<file path="config.mk">
export PLATFORM = sky130hd
export DESIGN_NAME = regfile_write_arbiter
export DESIGN_NICKNAME = d
export VERILOG_FILES = /design/src/rtl/regfile_write_arbiter.sv
export SDC_FILE = /design/constraint.sdc
export NUM_CORES = 1
export LEC_CHECK = 0
export CELL_PAD_IN_SITES_DETAIL_PLACEMENT = 0
export CELL_PAD_IN_SITES_GLOBAL_PLACEMENT = 1
export CORE_AREA = 5 5 69 71
export CTS_CLUSTER_DIAMETER = 120
export DETAILED_ROUTE_END_ITERATION = 8
export DIE_AREA = 0 0 74 76
export PLACE_DENSITY_LB_ADDON = 0.1
export SYNTH_ARGS = -nofsm -noshare
export SYNTH_HDL_FRONTEND = slang
export SYNTH_SLANG_ARGS = --single-unit
</file>
<file path="constraint.sdc">
create_clock -name clock -period 2.5 [get_ports clock]
set_clock_uncertainty 0.15 [all_clocks]
set_input_delay 0.375 -clock clock [delete_from_list [all_inputs] [get_ports clock]]
set_output_delay 0.375 -clock clock [all_outputs]
set_load 0.01 [all_outputs]
</file>
<file path="src/rtl/regfile_write_arbiter.sv">
// Round-robin arbiter sharing the register bank write port between
// ALU writeback (A) and load writeback (B), with a registered write stage.
module regfile_write_arbiter #(
    parameter int DATA_W = 16,
    parameter int ADDR_W = 3
) (
    input  logic              clock,
    input  logic              reset,
    input  logic              stall,
    input  logic              a_valid,
    input  logic [ADDR_W-1:0] a_addr,
    input  logic [DATA_W-1:0] a_data,
    output logic              a_ready,
    input  logic              b_valid,
    input  logic [ADDR_W-1:0] b_addr,
    input  logic [DATA_W-1:0] b_data,
    output logic              b_ready,
    output logic              wr_en,
    output logic [ADDR_W-1:0] wr_addr,
    output logic [DATA_W-1:0] wr_data,
    output logic              last_grant
);

    logic              r_wr_en;
    logic [ADDR_W-1:0] r_wr_addr;
    logic [DATA_W-1:0] r_wr_data;
    logic              r_last_grant;

    logic              w_open;
    logic              w_grant_a;
    logic              w_grant_b;
    logic              w_xfer;
    logic [ADDR_W-1:0] w_sel_addr;
    logic [DATA_W-1:0] w_sel_data;

    // Grants depend only on valid, stall, reset and the pointer.
    assign w_open    = reset & ~stall;
    assign w_grant_a = w_open & a_valid & (~b_valid | r_last_grant);
    assign w_grant_b = w_open & b_valid & (~a_valid | ~r_last_grant);
    assign w_xfer    = w_grant_a | w_grant_b;

    always_comb begin
        w_sel_addr = a_addr;
        w_sel_data = a_data;
        unique case (1'b1)
            w_grant_b: begin
                w_sel_addr = b_addr;
                w_sel_data = b_data;
            end
            default: begin
                w_sel_addr = a_addr;
                w_sel_data = a_data;
            end
        endcase
    end

    always_ff @(posedge clock or negedge reset) begin
        if (!reset) begin
            r_wr_en      <= 1'b0;
            r_wr_addr    <= '0;
            r_wr_data    <= '0;
            r_last_grant <= 1'b1;
        end else if (w_xfer) begin
            r_wr_en      <= |w_sel_addr;
            r_wr_addr    <= w_sel_addr;
            r_wr_data    <= w_sel_data;
            r_last_grant <= w_grant_b;
        end else begin
            r_wr_en <= 1'b0;
        end
    end

    assign a_ready    = w_grant_a;
    assign b_ready    = w_grant_b;
    assign wr_en      = r_wr_en;
    assign wr_addr    = r_wr_addr;
    assign wr_data    = r_wr_data;
    assign last_grant = r_last_grant;

endmodule
</file>
==> qor.yml, run 1 <==
synthTopCellsByArea: "dfrtp_1 (44%), a221o_1 (17%), nor3b_1 (12%)"
crit_required_ns: 1.98
io_buffers: 65
synth_seq_cells: 21
syn_avg_cell_area_um2: 10.8
power_density_nw_per_um2: 557
p_sw_mw: 0.295
finalCoreUtilization_pct: 45.2
cts_num_sinks: 21
vias_per_cell: 5.03
ant_nets: 0
grt_max_degree: 22
swShare_pct: 28.1
ctsHoldBuffers: 0
setup_viol: 0
cp_max_fo: 3
intPower_mw: 0.756
die_w_um: 74
end_kind: "output pin"
vias: 1117
cts_made_buffers: 3
startpoint_type: "input port"
arrival_ns: 1.77
seqPwrFrac_pct: 42.5
syn_area_um2: 1140
combPwrFrac_pct: 36.2
cts_resized: 0
overflow: 0
synth_ff_type: "dfrtp_1"
start_util_pct: 27.4
power_mw: 1.05
grt_pass1_wl_mm: 6.45
grt_antenna_before_repair: 0
finalCriticalPeriod_ns: 2.29
area_delta_synth_final_pct: 65.3
clk_latency_ns: 0.26
dp_cells: 218
tightest_slew_ns: 0.399
n_fill_cell: 403
rows: 24
regArea_um2: 527
clk_root_buffer_cell: "clkbuf_8"
pin_count: 66
synth_common_cells: "dfrtp_1 (20), a221o_1 (19), and3_1 (19), nor3b_1 (19), clkbuf_1 (5)"
crit_type: "input port to output pin"
die_h_um: 76
grt_setup_unrepaired: "false"
slew_violations: 0
yosys.area.top_type_share_pct: 43.8
nNetsFinal: 214
gp_congestion: 0.716
drive_above_1_share_pct: 8.24
drt_iter0_markers: 74
grtUsageTotal_pct: 14.5
grt_pass1_vias: 1279
drt-pass1-iter-count: 4
cts_tree: "done"
drt-total-wl_mm: 3.98
yosys_warnings: 0
clk_pin_slew_ns: 0.08
antennaDiodeCount: 0
power_frac_clock_pct: 21.3
core_um2: 4170
maxCapViolCount: 0
drcViolationCount: 0
cts_max_level: 1
peakVddDrop_mv: 0.208
holdWs_ns: 0.366
status: "complete, no violations"
fin_cells: 222
die_area_um2: 5620
ys_async_sr_fraction_pct: 100
hold_class: "flip-flop to flip-flop"
yosysMostFrequentCell: "dfrtp_1"
synth-edff-count: 0
synth_area_leader_cell: "dfrtp_1"
wire_per_inst_um: 17.9
ys_types: 20
leakage_nw: 0.810
ys_seq_area_share_pct: 46.1
multi_input_area_um2: 539
ctsLongestPathBuffers: 2
max_freq_mhz: 436
post_cts_buffers: 0
setup_tns_ns: 0
max-slew-margin-rel_pct: 72.7
place_hpwl_mm: 2.65
syn_nets: 149
synthCells: 106
hold_violations: 0
fin_crit_sh_pct: 91.6
[final timing paths]
check                       startpoint          end  slack (ns)  cells past startpoint
max                            b_valid      b_ready        0.21                      5
min                        wr_data[13]  wr_data[13]        0.37                      1
max reg2reg                 last_grant        wr_en        0.82                      4
min reg2reg                wr_data[13]  wr_data[13]        0.37                      1
max in group asynchronous        reset   last_grant        1.45                      3
min in group asynchronous        reset  wr_data[12]        0.47                      3
[layer usage]
layer  routed length (um)  part of all wire (%)  GRT usage [%]  up-vias
met3                  293                   7.4           3.17        2
li1                     -                     -              -      537
met5                    0                     0              0        -
met1                 1750                    44           19.9      535
met2                 1910                    48           22.8       43
met4                   21                  0.53           3.99        0
[critical path, stage by stage]
cell             delay [ns]
clkdlybuf4s50_1        0.49
and3b_1                0.19
nand2_1                0.08
inv_1                  0.09
clkdlybuf4s50_1        0.54
[cells by family (layout without fill, tap and decap cells)]
group,count (synthesis),after routing,synth area share [%]
flip-flops,21,21,46.1
AO/OA/AOI/OAI,22,22,18.5
AND/OR/NAND/NOR,49,49,28.7
buffers and inverters,14,78,6.68
[area by class of cell]
| class | count | share of cell area, % |
|---|---|---|
| Clock buffer | 3 | 2.19 |
| Clock inverter | 1 | 0.265 |
| Inverter | 2 | 0.398 |
| Multi-Input combinational cell | 71 | 28.6 |
| Sequential cell | 21 | 27.9 |
| Tap cell | 52 | 3.45 |
| Timing Repair Buffer | 72 | 37.2 |
[flip-flops by register name, indices dropped and copies added (netlist names)]
signal and flops:
wr_addr 3, wr_data 16, last_grant 1, wr_en 1
[through the flow]
stage	instance area (um^2)	worst slack, ns
after floorplan	1140	0.950
after global placement	1840	0.170
after detailed placement	1840	0.170
after CTS	1890	0.179
after global routing	1890	0.114
final	1890	0.209
[cell usage in the layout, fill, tap and decap left out]
master,n
inv_1,2
and3_1,19
clkinv_2,1
dfstp_2,1
dfrtp_1,20
nor3_1,2
clkbuf_8,3
nor3b_1,19
and3b_1,1
buf_4,7
nor2_1,3
a2111oi_0,1
nand2_1,2
a211oi_1,1
a21oi_1,1
clkdlybuf4s50_1,65
or2_4,1
nand2b_4,1
a221o_1,19
nor2b_1,1
[power groups by stage]
stage | clock [mW] | sequential [mW] | combinational [mW]
3_3_place_gp | 0 | 0.451 | 0.382
4_1_cts | 0.239 | 0.447 | 0.387
3_5_place_dp | 0 | 0.453 | 0.385
2_1_floorplan | 0 | 0.477 | 0.116
6_report | 0.224 | 0.447 | 0.381
5_1_grt | 0.253 | 0.455 | 0.409
No activity file was read; power rests on OpenSTA's default activity.
==> run 2, diff against run 1 <==
==> constraint.sdc (replaced) <==
create_clock -name clock -period 2.8 [get_ports clock]
set_clock_uncertainty 0.15 [all_clocks]
set_input_delay 0.42 -clock clock [delete_from_list [all_inputs] [get_ports clock]]
set_output_delay 0.42 -clock clock [all_outputs]
set_load 0.01 [all_outputs]
==> run 2 against run 1 <==
- die area did not move
- final cell count fell by 0.45%
- flip-flop and latch count did not move
- global-route usage fell by 0.57 points
- total power fell by 10%
- critical path type unchanged
- worst setup slack improved by 0.13 ns
- highest routed layer unchanged
- count of clock-buffer cells in the layout did not move
- clock power fell by 8%
- final area fell by 0.40%
- non-clock buffer count fell by 1
- register-to-register slack improved by 0.33 ns
- first-iteration DRC count fell by 12%
- largest power group unchanged
==> qor.yml, run 2 (synthesis results as in run 1) <==
place_hpwl_mm: 2.61
layout_commonest_cell: "clkdlybuf4s50_1"
nNetsFinal: 213
tightest_slew_ns: 0.373
maxCapViolCount: 0
grt_setup_unrepaired: "false"
drt_iter0_markers: 65
max_freq_mhz: 407
hold_violations: 0
multi_input_area_um2: 539
finalCriticalPeriod_ns: 2.46
grtUsageTotal_pct: 14.0
cts_resized: 0
drcViolationCount: 0
vias_per_cell: 5.05
holdWs_ns: 0.367
max-slew-margin-rel_pct: 74.5
layout_common_cells: "clkdlybuf4s50_1 (65), dfrtp_1 (20), nor3b_1 (19), and3_1 (19), a221o_1 (19)"
cpPeakStageDelay_ns: 0.56
wire_per_inst_um: 17.5
drt-pass1-iter-count: 4
largest_register_ffs: 16
status: "complete, no violations"
grt_antenna_before_repair: 0
drive_above_1_share_pct: 7.69
die_w_um: 74
gp_congestion: 0.738
r2r-end: "wr_en"
crit_family: "buffers and inverters"
post_cts_buffers: 0
r2r_setup_slack_ns: 1.15
hold_class: "flip-flop to flip-flop"
core_um2: 4170
ctsLongestPathBuffers: 2
setup_tns_ns: 0
leakage_nw: 0.806
die_h_um: 76
die_area_um2: 5620
clk_latency_ns: 0.26
cts_tree: "done"
rr_worst_depth: 4
ant_nets: 0
cp_common_cell: "clkdlybuf4s50_1"
grt_pass1_vias: 1201
clk_pin_slew_ns: 0.08
endpoint: "b_ready"
cpMaxStageDelayCell: "clkdlybuf4s50_1"
antennaDiodeCount: 0
slew_violations: 0
cts_made_buffers: 3
arrival_ns: 1.89
path_cells: "clkdlybuf4s50_1 -> and3b_1 -> nand2_1 -> inv_1 -> clkdlybuf4s50_1"
io_buffers: 65
startpoint_type: "input port"
regArea_um2: 527
cts_num_sinks: 21
pre_cts_ws_ns: 0.308
power_mw: 0.941
fin_crit_sh_pct: 87.8
start_util_pct: 27.4
area_delta_synth_final_pct: 64.6
crit_required_ns: 2.23
r2r_start: "last_grant"
cp_num_cells: 5
power_density_nw_per_um2: 501
grt_pass1_wl_mm: 6.24
setup_viol: 0
finalWorstSetupSlack_ns: 0.340
pin_count: 66
clk_root_buffer_cell: "clkbuf_8"
cts_max_level: 1
overflow: 0
rows: 24
ctsHoldBuffers: 0
grt_max_degree: 22
path_buf_inv: 3
drt-total-wl_mm: 3.87
n_fill_cell: 396
cp_max_fo: 3
crit_type: "input port to output pin"
vias: 1115
crit_start: "reset"
end_kind: "output pin"
peakVddDrop_mv: 0.220
-- run 2: worst min-delay path by stage --
| stage | startpoint | endpoint | slack [ns] | depth (start not counted) |
|---|---|---|---|---|
| floorplan | reset | wr_addr[0] | -0.03 | 0 |
| global placement | wr_data[0] | wr_data[0] | 0.35 | 1 |
| detailed placement | wr_data[7] | wr_data[7] | 0.35 | 1 |
| CTS | wr_addr[1] | wr_addr[1] | 0.37 | 1 |
| global route | wr_addr[1] | wr_addr[1] | 0.37 | 1 |
| finish | wr_addr[1] | wr_addr[1] | 0.37 | 1 |
-- run 2: metal layers --
metal | up-vias | wire length, um | track usage [%]
met4 | 0 | 18 | 2.72
met1 | 537 | 1720 | 19.3
met3 | 2 | 262 | 2.51
met2 | 42 | 1870 | 22.6
met5 | - | 0 | 0
li1 | 534 | - | -
-- run 2: final cells by class --
| type | instances | share of cell area, % |
|---|---|---|
| Multi-Input combinational cell | 71 | 28.7 |
| Clock buffer | 3 | 2.20 |
| Clock inverter | 1 | 0.266 |
| Tap cell | 52 | 3.46 |
| Inverter | 2 | 0.399 |
| Timing Repair Buffer | 71 | 37.0 |
| Sequential cell | 21 | 28.0 |
-- run 2: worst reg2reg max path, stage by stage, from the launching register on --
cell	delay, ns
dfstp_2	0.57
nand2_1	0.07
buf_4	0.20
a2111oi_0	0.43
a211oi_1	0.10
-- run 2: power by group --
part / internal, mW / leakage [nW] / switching (mW)
registers: 0.362 / 0.252 / 0.0350
logic: 0.213 / 0.528 / 0.126
clock network: 0.0991 / 0.0255 / 0.106
total: 0.674 / 0.806 / 0.267
-- run 2: stage by stage --
stage          area, um^2  instances  utilization, %
6_report             1880        221            45.1
5_1_grt              1880        221            45.1
4_1_cts              1880        221            45.1
3_5_place_dp         1830        217            43.9
3_3_place_gp         1830        217            43.9
2_1_floorplan        1140        106               -
==> run 3, diff against run 2 <==
--- a/config.mk
+++ b/config.mk
@@ -5,12 +5,14 @@
 export SDC_FILE = /design/constraint.sdc
 export NUM_CORES = 1
 export LEC_CHECK = 0
-export CELL_PAD_IN_SITES_DETAIL_PLACEMENT = 0
+export CAP_MARGIN = 20
+export CELL_PAD_IN_SITES_DETAIL_PLACEMENT = 1
 export CELL_PAD_IN_SITES_GLOBAL_PLACEMENT = 1
 export CORE_AREA = 5 5 69 71
 export CTS_CLUSTER_DIAMETER = 120
 export DETAILED_ROUTE_END_ITERATION = 8
 export DIE_AREA = 0 0 74 76
+export HOLD_SLACK_MARGIN = 0.1
 export PLACE_DENSITY_LB_ADDON = 0.1
 export SYNTH_ARGS = -nofsm -noshare
 export SYNTH_HDL_FRONTEND = slang
==> run 3 against run 2 <==
- die area did not move
- sequential power barely moved
- worst setup slack got worse by 0.024 ns
- register-to-register slack barely moved
- global-route usage rose by 0.80 points
- fmax fell by 0.96%
- clock power barely moved
- critical path type unchanged
- critical endpoint unchanged
- largest cell class unchanged
- highest routed layer unchanged
==> qor.yml, run 3 (synthesis results as in run 1) <==
power_density_nw_per_um2: 504
use_met1_pct: 19.8
cts_num_sinks: 21
startpoint_type: "input port"
grtUsageTotal_pct: 14.8
holdWs_ns: 0.362
arrival_ns: 1.91
nNetsFinal: 213
die_area_um2: 5620
r2r_start: "last_grant"
max_freq_mhz: 403
busiest_layer: "met2"
wire_per_inst_um: 18.6
clk_root_buffer_cell: "clkbuf_8"
grt_use_met3_pct: 3.30
finalCriticalPeriod_ns: 2.48
rows: 24
place_hpwl_mm: 2.89
p_sw_mw: 0.270
grtUsageMet2_pct: 24.2
start_util_pct: 27.4
area_delta_synth_final_pct: 64.5
setup_tns_ns: 0
die_h_um: 76
tightest_slew_ns: 0.373
grt_pass1_vias: 1275
max-slew-margin-rel_pct: 74.5
drive_above_1_share_pct: 7.10
status: "complete, no violations"
largest_register_ffs: 16
vias_per_cell: 5.33
ctsHoldBuffers: 0
pin_count: 66
core_um2: 4170
cp_max_fo: 3
ant_nets: 0
grt_pass1_wl_mm: 6.60
cts_max_level: 1
grt_antenna_before_repair: 0
cts_made_buffers: 3
seqPwrFrac_pct: 42.1
power_frac_clock_pct: 21.7
hold_depth: 1
maxCapViolCount: 0
whs_endpoint: "wr_addr[0]"
n_fill_cell: 442
swShare_pct: 28.5
clk_latency_ns: 0.26
peakVddDrop_mv: 0.199
intPower_mw: 0.676
leakage_nw: 0.803
r2r_setup_slack_ns: 1.14
rr_worst_depth: 4
layout_common_cells: "clkdlybuf4s50_1 (65), dfrtp_1 (20), nor3b_1 (19), and3_1 (19), a221o_1 (19)"
setup_viol: 0
vias: 1177
drt-total-wl_mm: 4.10
cts_resized: 0
r2r-end: "wr_en"
drcViolationCount: 0
overflow: 0
antennaDiodeCount: 0
drt-pass1-iter-count: 4
ctsLongestPathBuffers: 2
layout_commonest_cell: "clkdlybuf4s50_1"
hold_class: "flip-flop to flip-flop"
post_cts_buffers: 0
slew_violations: 0
cts_tree: "done"
grt_max_degree: 22
hp-start: "wr_addr[0]"
io_buffers: 65
die_w_um: 74
grt_setup_unrepaired: "false"
power_mw: 0.946
fin_crit_sh_pct: 88.7
gp_congestion: 0.738
clk_pin_slew_ns: 0.08
crit_type: "input port to output pin"
combPwrFrac_pct: 36.1
hold_violations: 0
drt_iter0_markers: 79
crit_required_ns: 2.23
end_kind: "output pin"
## run 3: cell types whose count changed in the layout (fill, tap and decap cells not counted), sizes merged
cell    before  now
clkbuf       3    4
clkinv       1    0
## run 3: worst max-delay path by stage
stage,slack [ns],from,to,cells after the start
3_5_place_dp,0.30,reset,b_ready,5
3_3_place_gp,0.30,reset,b_ready,5
5_1_grt,0.24,reset,b_ready,5
2_1_floorplan,1.18,stall,a_ready,3
6_report,0.32,reset,b_ready,5
4_1_cts,0.30,reset,b_ready,5
## run 3: per-layer routing
metal	up-vias	share of wire, %
li1	539	-
met1	587	43
met2	48	50
met3	3	6.6
met4	0	0.51
met5	-	0
## run 3: layout make-up
type                    count  area (um^2)  area share [%]
repair buffers             71          696            37.0
flip-flops and latches     21          527            28.0
clock buffers               4         45.0            2.40
inverters                   2         7.51           0.399
multi-input cells          71          539            28.7
well taps                  52         65.1            3.46
## run 3: critical path: stages
cell and delay, ns:
clkdlybuf4s50_1 0.57, and3b_1 0.21, nand2_1 0.07, inv_1 0.10, clkdlybuf4s50_1 0.54
## run 3: through the flow
step	area (um^2)	utilization [%]	std cells	setup WS, ns
2_1_floorplan	1140	-	106	1.18
3_3_place_gp	1830	43.9	217	0.299
3_5_place_dp	1830	43.9	217	0.302
4_1_cts	1880	45.0	221	0.297
5_1_grt	1880	45.0	221	0.241
6_report	1880	45.0	221	0.316
## run 3: power by group through the flow
stage	Combinational, mW	Clock, mW	Sequential, mW
4_1_cts	0.347	0.213	0.400
5_1_grt	0.364	0.230	0.406
6_report	0.342	0.206	0.399
3_3_place_gp	0.340	0	0.403
3_5_place_dp	0.346	0	0.404
2_1_floorplan	0.104	0	0.426
